## config.mk

```make
export PLATFORM = sky130hd
export DESIGN_NAME = counter_unit
export DESIGN_NICKNAME = d
export VERILOG_FILES = /design/src/rtl/counter_unit.sv
export SDC_FILE = /design/constraint.sdc
export NUM_CORES = 1
export LEC_CHECK = 0
export CAP_MARGIN = 40
export CORE_AREA = 2 2 39 41
export CTS_CLUSTER_DIAMETER = 80
export DETAILED_ROUTE_END_ITERATION = 16
export DIE_AREA = 0 0 41 43
export DONT_BUFFER_PORTS = 1
export GPL_ROUTABILITY_DRIVEN = 0
export SETUP_SLACK_MARGIN = 0.02
export SYNTH_ARGS = -nofsm -noshare
export SYNTH_HDL_FRONTEND = slang
export SYNTH_SLANG_ARGS = --single-unit
export TNS_END_PERCENT = 20
```

## constraint.sdc

```tcl
create_clock -name clk -period 0.8 [get_ports clk]
set_input_delay 0.2 -clock clk [delete_from_list [all_inputs] [get_ports clk]]
set_output_delay 0.2 -clock clk [all_outputs]
set_load 0.02 [all_outputs]
```

## src/rtl/counter_unit.sv

```systemverilog
// counter_unit
// ---------------------------------------------------------------------------
// Free-running unsigned up-counter, WIDTH bits wide. It gives surrounding
// logic a simple cycle count and makes clock activity easy to see during
// waveform-based bring-up.
//
// There is no enable, load, direction control or overflow flag. While out of
// reset the counter steps by one on every rising clock edge. After all-ones
// it wraps to zero, so the sequence repeats every 2**WIDTH cycles.
//
// Ports (positional order count, clk, reset):
//   count : out, WIDTH bits. Registered count, taken straight from the
//           state register. There is no combinational path from any input.
//   clk   : in. System clock. All state changes happen on its rising edge.
//   reset : in. Asynchronous, active-low. 0 clears count at once and holds
//           it at 0 whatever clk does.
//
// Parameters:
//   WIDTH : counter width in bits, legal range 1..32, default 4.
//
// Reset release is expected to happen away from active clock edges. This
// block adds no synchroniser for it.
// ---------------------------------------------------------------------------
module counter_unit #(
  parameter int WIDTH = 4
) (
  output logic [WIDTH-1:0] count,
  input  logic             clk,
  input  logic             reset
);

  logic [WIDTH-1:0] r_count;
  logic [WIDTH-1:0] w_count_next;

  // The add is WIDTH bits wide, so the carry out of the MSB is dropped.
  // That gives the wrap from all-ones back to zero.
  assign w_count_next = r_count + WIDTH'(1);

  always_ff @(posedge clk or negedge reset) begin
    if (!reset) begin
      r_count <= '0;
    end else begin
      r_count <= w_count_next;
    end
  end

  assign count = r_count;

endmodule

```

# [Word-level counts from Yosys, hierarchy flattened]
# Index checks and enable logic that the tools add are counted.
[word_totals] regBits=4 in_bits=2 elab_cells=2
[classes] add_sub_neg=1
[op_table] operator="4-bit by 1-bit adder with 4-bit output (second input constant)" count=1

# [Depth between registers and ports, before layout]
[depth] ltp_word=1 mapped_depth=2 mapped_depth_nobuf=2

# [Worst setup path after synthesis]
# Ideal clock, no wire load.
[synth_path] kind="reg2reg" from="register r_count[0], in the netlist count[0]" to="register r_count[2], in the netlist count[2]" arrival_time_ps=831 t_required_ps=668 slack_ps=-163 path_stages_with_launch=3 cell_sequence="dfrtp_1 -> ha_1 -> xor2_1"
[synth_between] elab_chain_len=1
[synth_lines] element="start: declaration" line="32" source="logic [WIDTH-1:0] r_count;"
[synth_lines] element="start signal: assignment" line="43" source="r_count <= w_count_next;"
[synth_lines] element="4-bit by 1-bit adder with 4-bit output" line="37" source="assign w_count_next = r_count + WIDTH'(1);"
[synth_lines] element="via w_count_next[2]" line="33" source="logic [WIDTH-1:0] w_count_next;"
# The timed path passes the listed nets, and every way through them passes these cells.

# [Final worst setup path]
[layout_path] from="register r_count[1], in the netlist count[1]" to="output port count[1]"
[layout_lines] element="end: declaration" line="27" source="output logic [WIDTH-1:0] count,"
# No word-level cell between the ends.

==> run_results.csv <==
group,metric,value,unit
setup_path,crit_arrival,780,ps
finish,largest_reg_flops,4,
routing,avgViaCountPerCell,3.22,
synth,synth_area,144,um2
routing,firstDrtPassIters,4,
clocking,cts_tree,"built",
global_routing,use_met3,0.0628,
setup_path,worst_r2r_path_depth,3,
global_routing,grt_max_degree,5,
synth,ys_top_cells_by_area,"dfrtp_1, ha_1, nand3_2",
power,peakVddDrop,0.000173,V
clocking,clkLatencyLatePin,230,ps
setup_path,critPathKind,"reg -> out",
global_routing,grt_pass1_vias,167,
power,p_clk_frac,0.545,
hold_path,hold_class,"in -> async",
timing,skew,0.0722,ps
placed_design,pre_cts_ws,-68.5,ps
routing,wirelength,413,um
placed_design,dp_hpwl,287,um
synth,synth_edf_count,0,
synth,synth.net_count,12,
die,num_io_pins,6,
timing,slew_headroom,0.871,
power,power_frac_seq,0.440,
run,maxCapViolCount,0,
run_status,violations,"setup timing",
clocking,cts_sinks,4,
power,total_power,462,uW
synth,synthAdderAreaFrac,0.0870,
setup_path,critical-path-slowest-cell,"dfrtp_2",
synth,synth-main-ff-cell,"dfrtp_1",
setup_path,cp_num_cells,1,
synth,synth_top_family_by_area,"XOR/XNOR gates",
power,swShare,0.189,
synth,async_flop_share,1.00,
synth,synth_seq_area_share,0.696,
synth,ys_types,6,
die,die_x,41,um
die,rows,14,
finish,fin_util,0.211,
setup_path,slowest_delay,410,ps
routing,ant_nets,0,
routing,drc,0,
synth,synth_warnings,0,
global_routing,met2_usage,0.119,
setup_path,cp_max_fo,2,
power,power_density,1580,nW/um2
die,core_area,1380,um2
routing,wl_per_cell,11.2,um
run_status,status,"finished with violations",
timing,setup-violations-final,7,
die,die_y,43,um
power,switchingPower,87.4,uW
global_routing,gr-usage-met1,0.00949,
timing,tightest_slew,193,ps
finish,synthToLayoutAreaGrowth,103,%
timing,fin_crit_sh,1.23,
setup_path,critPathBufInv,1,
setup_path,path_delay_family,"flip-flops",
finish,fillers,145,
timing,finalHoldViolCount,0,
global_routing,grt_pass1_wl,565,um
synth,synth_top_area_frac,0.696,
finish,antennaDiodeCount,0,
setup_path,cp-start-kind,"register",
clocking,clk_pin_slew_worst_paths,40,ps
power,internal_power,375,uW
synth,yosysTopAreaCell,"dfrtp_1",
placed_design,placed_cells,30,
setup_path,required,600,ps
finish,final_cells,37,
synth,yosys.area_share.simple,0.0696,
routing,vias,119,
timing,fin_crit,981,ps
setup_path,worstPathCellList,"buf_6",
clocking,htreeDepth,1,
global_routing,grt_antenna_before_repair,0,
timing,rsz0062_at_grt,"yes",
synth,synth.most_common_cell,"dfrtp_1",
synth,synth-seq-cells,4,
synth,synth_xor_area_frac,0.122,
clocking,cts_buffers,3,
global_routing,grt_overflow,0,
timing,setup-tns-final,-970,ps
timing,drv_slew,0,
timing,setup_ws,-181,ps
placed_design,port_buffers,0,
synth,syn_inst,9,
clocking,clock-root-buffer,"clkbuf_4",
routing,drt_first_iter_violations,5,
clocking,clk_path_buf_depth,2,
timing,max_freq,1020,MHz
synth,synthMuxAreaShare,0,
setup_path,end_kind,"output port",
finish,fin_nets,26,
finish,layout-drive-gt1-share,0.762,
global_routing,grt_usage,0.0619,
synth,synth_compound_area_frac,0,
synth,synth_area_per_cell,16.0,um2
die,die-area,1760,um2
power,p_leak,0.142,nW
die,start_util,0.104,
global_routing,grt.busiest_layer,"met2",
power,p_comb_frac,0.015,
## cell usage in the layout, fill, tap and decap left out, drive strengths merged
master	netlist	routed
xor2	1	1
dlygate4sd3	0	1
nand3	1	1
dfrtp	4	4
ha	1	1
xnor2	1	1
inv	1	1
clkbuf	0	3
buf	0	8
## power groups by stage
stage	logic [mW]	registers, mW	clock network [mW]
after floorplan	0.0000000281	0.206	0
after global placement	0.0000000528	0.206	0
after detailed placement	0.0000000528	0.206	0
after CTS	0.00721	0.203	0.254
after global routing	0.00792	0.203	0.272
final	0.00707	0.203	0.252
## area by class of cell
class / count / area [um2] / share of cell area
clock buffers: 3 / 22.5 / 0.0773
repair buffers: 9 / 88.8 / 0.305
multi-input cells: 4 / 52.6 / 0.180
flip-flops and latches: 4 / 104 / 0.356
well taps: 16 / 20.0 / 0.0687
inverters: 1 / 3.75 / 0.0129
## timing repair
| item | in CTS | in global routing |
|---|---|---|
| setup endpoints to repair | 7 | 7 |
| hold buffers | 1 | 0 |
| buffers inserted | 3 | 0 |
| endpoints found under the hold margin | 4 | 0 |
| pin swaps | 1 | 1 |
| resized for setup | 5 | 2 |
| cloned | 0 | 0 |
## cells by family (layout without fill, tap and decap cells)
kind of cell | Yosys count | after routing
buffers and inverters | 1 | 13
XOR/XNOR | 2 | 2
adder cells (fa/ha/maj) | 1 | 1
flip-flops | 4 | 4
AND/OR/NAND/NOR | 1 | 1
## path summary, 6_finish.rpt
| path | start | end | slack, ps |
|---|---|---|---|
| max | count[1] | count[1] | -180 |
| max reg2reg | count[0] | count[2] | -170 |
| max in group asynchronous | reset | count[3] | 370 |
| min | reset | count[2] | 240 |
| min in group clk | count[0] | count[0] | 550 |
| min reg2reg | count[0] | count[0] | 550 |
## routing by layer
layer,routed length (um),vias to the layer above
met1,93,59
li1,-,52
met5,0,-
met4,0,0
met3,57,0
met2,262,8
## stage by stage
stage          area (um2)  hold WS [ps]
2_1_floorplan         149         -95.6
3_3_place_gp          206         -95.5
3_5_place_dp          206         -95.5
4_1_cts               284           238
5_1_grt               292           245
6_report              292           239
Power figures use the tool's default switching activity.
